<file path="src/rtl/serial_adder_pkg.sv">
// Shared definitions for the bit-serial adder: FSM state encoding and
// the bit-counter width helper.
package serial_adder_pkg;

   typedef enum logic {
      ST_IDLE = 1'b0,
      ST_RUN  = 1'b1
   } state_t;

   // Counter must reach WIDTH-1 without wrapping; never narrower than one bit.
   function automatic int unsigned cnt_width(input int unsigned w);
      if (w <= 2) begin
         return 1;
      end
      return $clog2(w);
   endfunction

endpackage

</file>
<file path="src/rtl/full_adder_bit.sv">
// One full-adder bit built from a pair of half-adder cells plus an OR.
// Ports: a, b - operand bits; cin - carry in; s - sum bit; cout - carry out.
module full_adder_bit (
   input  logic a,
   input  logic b,
   input  logic cin,
   output logic s,
   output logic cout
);

   logic s0;
   logic c0;
   logic c1;

   half_adder u_ha0 (
      .a (a),
      .b (b),
      .s (s0),
      .c (c0)
   );

   half_adder u_ha1 (
      .a (s0),
      .b (cin),
      .s (s),
      .c (c1)
   );

   // The two partial carries can never both be set, so OR yields the majority.
   assign cout = c0 | c1;

endmodule

</file>
<file path="src/rtl/half_adder.sv">
// Half-adder cell.
// Ports: a, b - addend bits; s - sum bit (a^b); c - carry bit (a&b).
module half_adder (
   input  logic a,
   input  logic b,
   output logic s,
   output logic c
);

   assign s = a ^ b;
   assign c = a & b;

endmodule

</file>
<file path="src/rtl/serial_adder.sv">
// Bit-serial WIDTH-bit adder, LSB first, one bit per clock.
// Ports:
//   clk, rst_n - clock and synchronous active-low reset
//   start      - request a new addition (sampled only when idle)
//   A, B       - operands, captured on the accepting edge
//   busy       - addition in progress
//   done       - one-cycle completion pulse
//   sum, carry - registered result {carry,sum} = A + B
module serial_adder
   import serial_adder_pkg::*;
#(
   parameter int unsigned WIDTH = 4
) (
   input  logic             clk,
   input  logic             rst_n,
   input  logic             start,
   input  logic [WIDTH-1:0] A,
   input  logic [WIDTH-1:0] B,
   output logic             busy,
   output logic             done,
   output logic [WIDTH-1:0] sum,
   output logic             carry
);

   localparam int unsigned CNT_W = cnt_width(WIDTH);

   state_t             state;
   state_t             state_nxt;
   logic [WIDTH-1:0]   a_sr;
   logic [WIDTH-1:0]   b_sr;
   logic [WIDTH-1:0]   res_sr;
   logic [WIDTH-1:0]   a_sr_nxt;
   logic [WIDTH-1:0]   b_sr_nxt;
   logic [WIDTH-1:0]   res_sr_nxt;
   logic [WIDTH-1:0]   sum_nxt;
   logic [CNT_W-1:0]   cnt;
   logic [CNT_W-1:0]   cnt_nxt;
   logic               carry_ff;
   logic               carry_ff_nxt;
   logic               carry_nxt;
   logic               busy_nxt;
   logic               done_nxt;
   logic               bit_s;
   logic               bit_c;
   logic               last_bit;

   // The single arithmetic element: adds the current LSBs and the saved carry.
   full_adder_bit u_fa (
      .a    (a_sr[0]),
      .b    (b_sr[0]),
      .cin  (carry_ff),
      .s    (bit_s),
      .cout (bit_c)
   );

   assign last_bit = (cnt == CNT_W'(WIDTH - 1));

   // State register.
   always_ff @(posedge clk) begin
      if (!rst_n) begin
         state <= ST_IDLE;
      end else begin
         state <= state_nxt;
      end
   end

   // Next-state logic.
   always_comb begin
      state_nxt = state;
      unique case (state)
         ST_IDLE: if (start)    state_nxt = ST_RUN;
         ST_RUN:  if (last_bit) state_nxt = ST_IDLE;
      endcase
   end

   // Datapath and output next values.
   always_comb begin
      a_sr_nxt     = a_sr;
      b_sr_nxt     = b_sr;
      res_sr_nxt   = res_sr;
      carry_ff_nxt = carry_ff;
      cnt_nxt      = cnt;
      sum_nxt      = sum;
      carry_nxt    = carry;
      busy_nxt     = busy;
      done_nxt     = 1'b0;
      unique case (state)
         ST_IDLE: begin
            if (start) begin
               a_sr_nxt     = A;
               b_sr_nxt     = B;
               carry_ff_nxt = 1'b0;
               cnt_nxt      = '0;
               busy_nxt     = 1'b1;
            end
         end
         ST_RUN: begin
            res_sr_nxt   = {bit_s, res_sr[WIDTH-1:1]};
            a_sr_nxt     = {1'b0, a_sr[WIDTH-1:1]};
            b_sr_nxt     = {1'b0, b_sr[WIDTH-1:1]};
            carry_ff_nxt = bit_c;
            cnt_nxt      = cnt + CNT_W'(1);
            if (last_bit) begin
               sum_nxt   = {bit_s, res_sr[WIDTH-1:1]};
               carry_nxt = bit_c;
               done_nxt  = 1'b1;
               busy_nxt  = 1'b0;
            end
         end
      endcase
   end

   // Datapath and output registers.
   always_ff @(posedge clk) begin
      if (!rst_n) begin
         a_sr     <= '0;
         b_sr     <= '0;
         res_sr   <= '0;
         carry_ff <= 1'b0;
         cnt      <= '0;
         sum      <= '0;
         carry    <= 1'b0;
         busy     <= 1'b0;
         done     <= 1'b0;
      end else begin
         a_sr     <= a_sr_nxt;
         b_sr     <= b_sr_nxt;
         res_sr   <= res_sr_nxt;
         carry_ff <= carry_ff_nxt;
         cnt      <= cnt_nxt;
         sum      <= sum_nxt;
         carry    <= carry_nxt;
         busy     <= busy_nxt;
         done     <= done_nxt;
      end
   end

endmodule
</file>
<file path="config.mk">
export PLATFORM = sky130hd
export DESIGN_NAME = serial_adder
export DESIGN_NICKNAME = d
export VERILOG_FILES = /design/src/rtl/serial_adder_pkg.sv /design/src/rtl/full_adder_bit.sv /design/src/rtl/half_adder.sv /design/src/rtl/serial_adder.sv
export SDC_FILE = /design/constraint.sdc
export NUM_CORES = 1
export LEC_CHECK = 0
export CAP_MARGIN = 20
export CORE_ASPECT_RATIO = 0.9
export CORE_MARGIN = 3
export CORE_UTILIZATION = 30
export DETAILED_ROUTE_END_ITERATION = 12
export PLACE_DENSITY = 0.63
export SLEW_MARGIN = 15
export SYNTH_ARGS = -nofsm -noshare
export SYNTH_HDL_FRONTEND = slang
export SYNTH_HIERARCHICAL = 1
export SYNTH_SLANG_ARGS = --single-unit
</file>
<file path="constraint.sdc">
create_clock -name clk -period 1.7 [get_ports clk]
set_input_delay 0.34 -clock clk [delete_from_list [all_inputs] [get_ports clk]]
set_output_delay 0.34 -clock clk [all_outputs]
set_load 0.02 [all_outputs]
</file>
== After elaboration in Yosys (flattened, before gate mapping) ==
Index checks and enable logic that the tools add are counted.
Word-level totals
  word-level logic and storage cells: 38
  flip-flop bits (word level): 23
Operators by class
  reduce and logical (&&, ||, !) cells: 3
  multiplexer cells: 15
  add/sub/neg operators: 1
  equality and inequality tests: 3
  bitwise logic cells: 6
Operators with widths (number)
  4-bit one-hot mux with 2 select lines: 2
  4-bit two-way mux: 2
  1-bit two-way mux: 6
  1-bit one-hot mux with 2 select lines: 3
  2-bit AND reduction: 3
  2-bit one-hot mux with 2 select lines: 1
  2-bit by 1-bit adder with 2-bit output (second input constant): 1
  1-bit AND: 2
  2-bit == test (second input constant): 1
  2-bit two-way mux: 1
  2-bit by 1-bit inequality test with 1-bit output (second input constant): 1
  2-bit inequality test (second input constant): 1
  1-bit bitwise XOR: 2
  1-bit inverter: 1
  1-bit bitwise OR: 1

== Logic depth before layout (Yosys ltp) ==
Gate-level depths: netlist of the first run.
  depth after elaboration: 4
  mapped depth: 5

== Cells and area by module ==
Netlist of the first run, hierarchy kept.
By module, submodules not included
  serial_adder: times used 1, cells an instance 91, area each 923.4 µm²
  half_adder: times used 2, cells an instance 1, area each 12.5 µm²
  full_adder_bit: times used 1, cells an instance 1, area each 6.3 µm²

== Worst setup path after synthesis of the first run ==
No wires, ideal clock.
  path kind: reg-to-reg
  start point: register a_sr[0]
  end point: register carry
  data arrival time: 1.107 ns
  stages on the path, launching flop included: 6
  slack: 0.476 ns
  clock period less this slack: 1.224 ns
  cells stage by stage: dfxtp_1 ha_1 ha_1 or2_1 nand3_1 a21oi_1
Between the ends
  cells in the longest elaborated chain, start to end: 3
RTL lines
  start: declaration: line serial_adder.sv:29  | logic [WIDTH-1:0] a_sr;
  start signal: assignment: line serial_adder.sv:126  | a_sr <= a_sr_nxt;
  1-bit bitwise XOR: line half_adder.sv:10  | assign s = a ^ b;
  net u_fa.s0: line full_adder_bit.sv:11  | logic s0;
  1-bit AND: line half_adder.sv:11  | assign c = a & b;
  net u_fa.c1: line full_adder_bit.sv:13  | logic c1;
  1-bit bitwise OR: line full_adder_bit.sv:30  | assign cout = c0 | c1;
  net bit_c: line serial_adder.sv:44  | logic bit_c;
  end signal: assignment: line serial_adder.sv:132  | carry <= carry_nxt;
  end: declaration: line serial_adder.sv:22  | output logic carry
The timed path passes the listed nets, and every way through them passes these cells.
A chain may end at the register's enable or synchronous reset.

== Final worst setup path of the first run ==
  start point: register busy
  end point: output busy
RTL lines
  start: declaration: line serial_adder.sv:19  | output logic busy,
  start signal: assignment: line serial_adder.sv:133  | busy <= busy_nxt;
No word-level cell between the ends.

==> run metrics, run 1 <==
sequential cell area=roughly 440 µm²; synth top area cells=dfxtp_1 (46%), mux2i_1 (12%), a21bo_1 (5.2%), a21oi_1 (5.2%), ha_1 (5.2%); DIE HEIGHT=59.52 µm; CTS clk-pin slew, worst paths=0.12 ns; outcome=finished clean; post-synth top area share=~46%; Ports=18; Final min period=1.641 ns; post-cts resize count=0; setup bufs post-CTS=0; CTS tree=yes; dpl cells=148; worst reg2reg path startpoint=state$_SDFF_PN0_; Fillers=around 320; Hold Path Depth=2; Critical Path End Type=primary output; leading area contributor after synthesis=dfxtp_1; Seq cells post-synth=22; Clock Tree Buf Depth=2; fraction of layout cells with a size suffix above 1=7.143%; Die Span X=65.46 µm; cts hold-fix bufs=0; Slew headroom=61.09%; f_max=~610 MHz; hold endpoint=sum[0]$_SDFFE_PN0P_; Area Overhead vs Synth=26.08%; worst-path fanout max=3; R2R setup slack=about 0.35 ns; clock latency at the later pin of the worst-skew pair=~0.3 ns; DR vias/cell=4.572; max incr delay on CP=a little over 0.6 ns; uppermost layer routed=met4; routability congestion estimate=0.6858; initial antenna violation count=0; total global-route track usage=10.54%; NumNets Final=~130; DRC viols=0; Cells after Synth=between 90 and 100; Tcrit/Tclk final=96.54%; Fin Setup TNS=0 ns; number of I/O port buffers=17; Yosys cell types=22; WS Path Type=register to primary output; DR WL/cell=approximately 12 µm; area occupied by multi-input gates=464.2 µm²; Peak VDD IR=0.3881 mV; detailed placement HPWL=1302 µm; final setup violation count=0; largest net degree at the start of global routing=20; met2 WL post-DR=roughly 830 µm; Crit path required time=1.36 ns; vias in the first global route=704; max-slew violations=0; Final Non-Filler Cells=between 150 and 200; CP Buf/Inv Count=1; total clock buffers created by CTS=3; WL met3=45 µm; Top delay family on crit path=buffers and inverters; Final Hold Vio Count=0; FF-to-FF path depth=3; die area=~4000 µm²; Sink Count=22; PD cells=806.8 nW/µm²; Starting Density=around a third; H-tree depth=1; Critical Path, Cell by Cell=clkdlybuf4s50_1; Antenna diodes=0; first-pass GRT wire length=3146 µm; leakage=0.4831 nW; DRT Wirelength=1817 µm; Worst Max-Slew Pin Slew=0.5829 ns; arrival time worst endpoint=1.30 ns; clk_skew=0.003788 ns; post-synthesis sequential area ratio=46.13%; Core Rows=18; hold_sp=res_sr[1]$_SDFFE_PN0P_; Syn Nets=109; global route total overflow=0; CP startpoint kind=register; RSZ-0062 raised after global routing=false; Root Driver=clkbuf_4; Detailed Route Iter0 Violations=8; Via Count=695; RR Endpoint=cnt[1]$_SDFFE_PN0P_; M1 wire length=approximately 900 µm; 1st-pass router iterations=3; core area=between 2000 and 3000 µm²; Routed Antenna Nets=0; Post-Syn Area=between 900 and 1000 µm²; highest-delay cell along the critical path=clkdlybuf4s50_1; Syn. warnings=6; max cap viols=0; Mapped Avg Cell Area=10.16 µm²; HP Class=register to register
[cells in the final DEF, fill, tap and decap left out]
| master | instances |
|---|---|
| or3b_1 | 3 |
| o21ai_1 | 1 |
| or2_1 | 1 |
| buf_4 | 2 |
| nand3_1 | 5 |
| inv_1 | 1 |
| a211oi_1 | 6 |
| o21bai_1 | 1 |
| clkdlybuf4s50_1 | 17 |
| nand2b_1 | 3 |
| ha_1 | 4 |
| and3_1 | 1 |
| buf_12 | 1 |
| clkbuf_8 | 1 |
| mux2i_1 | 11 |
| a21oi_1 | 10 |
| nor2_1 | 5 |
| clkbuf_4 | 3 |
| dfxtp_1 | 22 |
| inv_2 | 1 |
| nor2b_1 | 6 |
| nand2_1 | 2 |
| a21bo_1 | 5 |
[metrics by stage]
step           setup WS, ns  util [%]  power (mW)  hold slack (ns)  area, µm²
2_1_floorplan        0.4758         -      0.6475           0.4554      954.7
3_3_place_gp         0.1942     40.49      0.6929           0.4726       1167
4_1_cts             0.03333     41.75      0.9847           0.4952       1204
6_report            0.05883     41.75      0.9711           0.4905       1204
3_5_place_dp         0.1435     40.49      0.6973           0.4730       1167
5_1_grt             0.01271     41.75       1.024           0.5208       1204
[worst max-delay path by stage]
stage | cells after the start | start | slack, ns | endpoint
floorplan | 5 | a_sr[0]$_SDFFE_PN0P_ | 0.48 | carry$_SDFFE_PN0P_
CTS | 1 | busy$_SDFFE_PN0P_ | 0.03 | busy
global placement | 4 | start | 0.19 | b_sr[2]$_SDFFE_PN0P_
global route | 1 | busy$_SDFFE_PN0P_ | 0.01 | busy
detailed placement | 4 | start | 0.14 | b_sr[0]$_SDFFE_PN0P_
finish | 1 | busy$_SDFFE_PN0P_ | 0.06 | busy
[flip-flops by register name, indices dropped and copies added (netlist names)]
register,flops
state,1
res_sr,3
cnt,2
b_sr,4
carry_ff,1
a_sr,4
sum,4
done,1
busy,1
carry,1
[layout make-up]
type	instances	area share, %
sequential	22	36.59
inverter	2	0.6237
multi-input combinational	64	38.57
tap	40	4.158
timing repair buffer	20	17.05
clock buffer	4	3.015
[synth_stat cells, drive strengths merged]
| master | instances |
|---|---|
| dfxtp | 22 |
| o21ai | 1 |
| ha | 4 |
| and3 | 1 |
| a211oi | 6 |
| a21bo | 5 |
| nand2b | 3 |
| clkbuf | 2 |
| nand2 | 2 |
| or2 | 1 |
| o21bai | 1 |
| a21oi | 10 |
| nor2 | 5 |
| nor2b | 6 |
| inv | 2 |
| buf | 4 |
| or3b | 3 |
| mux2i | 11 |
| nand3 | 5 |
[routing by layer]
metal	GRT usage [%]	vias to the layer above
met4	7.988	0
met2	16.02	7
met5	0	-
met3	1.518	4
met1	13.51	317
li1	-	367
[where the power goes]
part / switching, mW / total, mW / internal (mW)
registers: 0.0217 / 0.562 / 0.540
logic: 0.0541 / 0.123 / 0.0687
clock network: 0.156 / 0.287 / 0.131
total: 0.232 / 0.971 / 0.739
[logic make-up after synthesis]
family                   count (synthesis)  share of synthesized area (%)
flip-flops                              22                          46.13
multiplexers                            11                          11.53
AND/OR/NAND/NOR                         26                          15.34
buffers and inverters                    8                          5.242
AO/OA/AOI/OAI                           23                          16.51
adder cells (fa/ha/maj)                  4                          5.243
(Power assumes the default switching activity.)
==> run 2, diff against run 1 <==
--- a/config.mk
+++ b/config.mk
@@ -11,6 +11,7 @@
 export CORE_UTILIZATION = 30
 export DETAILED_ROUTE_END_ITERATION = 12
 export PLACE_DENSITY = 0.63
+export SKIP_CTS_REPAIR_TIMING = 1
 export SLEW_MARGIN = 15
 export SYNTH_ARGS = -nofsm -noshare
 export SYNTH_HDL_FRONTEND = slang
==> results of run 2 <==
The final DEF is identical to that of run 1; final timing and power are the same.
==> run 3, diff against run 2 <==
--- a/config.mk
+++ b/config.mk
@@ -7,7 +7,7 @@
 export LEC_CHECK = 0
 export CAP_MARGIN = 20
 export CORE_ASPECT_RATIO = 0.9
-export CORE_MARGIN = 3
+export CORE_MARGIN = 2
 export CORE_UTILIZATION = 30
 export DETAILED_ROUTE_END_ITERATION = 12
 export PLACE_DENSITY = 0.63
==> run 3 against run 2 <==
Effect of this change: utilization down 1.7 points; die area down 6.3%; sequential share of layout area down 0.41 points; sequential power about the same; combinational power about the same; clock power up 40%; largest cell class unchanged; total power up 12%.
==> run metrics, run 3 (same netlist as run 1, synthesis figures left out) <==
Final Hold Vio Count=0; worst-path fanout max=3; Top delay family on crit path=buffers and inverters; Area Overhead vs Synth=27.52%; arrival time worst endpoint=1.29 ns; Die Span X=63.46 µm; f_max=roughly 610 MHz; Antenna diodes=0; Core Rows=19; commonest non-fill, non-tap cell in the layout=dfxtp_1; DR WL/cell=12.18 µm; PD cells=893.2 nW/µm²; max incr delay on CP=0.61 ns; leading registers by flop count=a_sr (4), b_sr (4), sum (4); NumNets Final=127; Slew headroom=around 66%; number of I/O port buffers=17; CP Buf/Inv Count=1; outcome=finished clean; DR vias/cell=approximately 4.6; Worst Max-Slew Pin Slew=a little over 0.5 ns; clk_skew=0.006080 ns; WS Path Type=register to primary output; highest-delay cell along the critical path=clkdlybuf4s50_1; DRT Wirelength=1864 µm; final setup violation count=0; core area=3043 µm²; initial antenna violation count=0; CP startpoint kind=register; Root Driver=clkbuf_4; global route total overflow=0; Sink Count=22; Routed Antenna Nets=0; Starting Density=between 30% and 40%; CTS clk-pin slew, worst paths=between 0.1 and 0.15 ns; Detailed Route Iter0 Violations=20; Clock Tree Buf Depth=2; Critical Path, Cell by Cell=clkdlybuf4s50_1; vias in the first global route=716; RSZ-0062 raised after global routing=false; largest net degree at the start of global routing=19; first-pass GRT wire length=between 3000 and 4000 µm; final hold slack=between 0.4 and 0.5 ns; DIE HEIGHT=about 58 µm; H-tree depth=1; DRC viols=0; clock latency at the later pin of the worst-skew pair=0.31 ns; Ports=18; max cap viols=0; Crit path required time=~1.4 ns; Via Count=704; most frequent cells in the layout=dfxtp_1 (22), clkdlybuf4s50_1 (16), mux2i_1 (11); Critical Path End Type=primary output; 1st-pass router iterations=4; total clock buffers created by CTS=3; HP Class=register to register; Fin Setup TNS=0 ns; detailed placement HPWL=1260 µm; Peak VDD IR=0.4646 mV; fraction of layout cells with a size suffix above 1=6.306%; CTS tree=yes; routability congestion estimate=just under 0.7; max-slew violations=0; leakage=around 0.5 nW; total global-route track usage=between 10% and 20%; Fillers=~330; total power=1.087 mW; die area=approximately 3600 µm²; Final min period=1.628 ns; Tcrit/Tclk final=95.75%
==> run 3: metal layers <==
layer  global-route usage [%]  wire length [µm]  vias up  part of all wire [%]
li1                         -                 -      364                     -
met1                    15.18               948      319                    51
met2                    17.74               804       19                    43
met3                    5.720               103        2                   5.5
met4                    2.795                 8        0                  0.43
met5                        0                 0        -                     0
==> run 3: area by class of cell <==
class	instances	area, µm²	share of cell area [%]
multi-input cells	64	464.2	38.13
flip-flops and latches	22	440.4	36.18
repair buffers	19	200.2	16.44
well taps	42	52.55	4.317
clock inverters	1	30.03	2.467
clock buffers	3	22.52	1.850
inverters	2	7.507	0.6166
==> run 3: final timing paths <==
check             cells past startpoint                 start                 end  slack, ns
setup / recovery                      1     busy$_SDFFE_PN0P_                busy       0.07
hold / removal                        2     busy$_SDFFE_PN0P_   busy$_SDFFE_PN0P_       0.50
setup reg to reg                      5  a_sr[0]$_SDFFE_PN0P_  carry$_SDFFE_PN0P_       0.41
hold reg to reg                       2     busy$_SDFFE_PN0P_   busy$_SDFFE_PN0P_       0.50
==> run 3: per-stage QoR <==
stage / std cells / utilization [%] / cell area, µm² / worst slack (ns)
floorplan: 94 / - / 954.7 / 0.4758
global placement: 149 / 38.20 / 1162 / 0.2048
detailed placement: 149 / 38.20 / 1162 / 0.1763
CTS: 153 / 39.93 / 1215 / 0.05394
global route: 153 / 40.01 / 1217 / 0.005121
finish: 153 / 40.01 / 1217 / 0.07225
==> run 3: power breakdown <==
part           switching, mW  leakage [nW]  internal [mW]  total [mW]
clock network          0.165        0.0279          0.238       0.403
registers             0.0208         0.180          0.540       0.561
logic                 0.0551         0.295         0.0682       0.123
total                  0.241         0.503          0.847        1.09
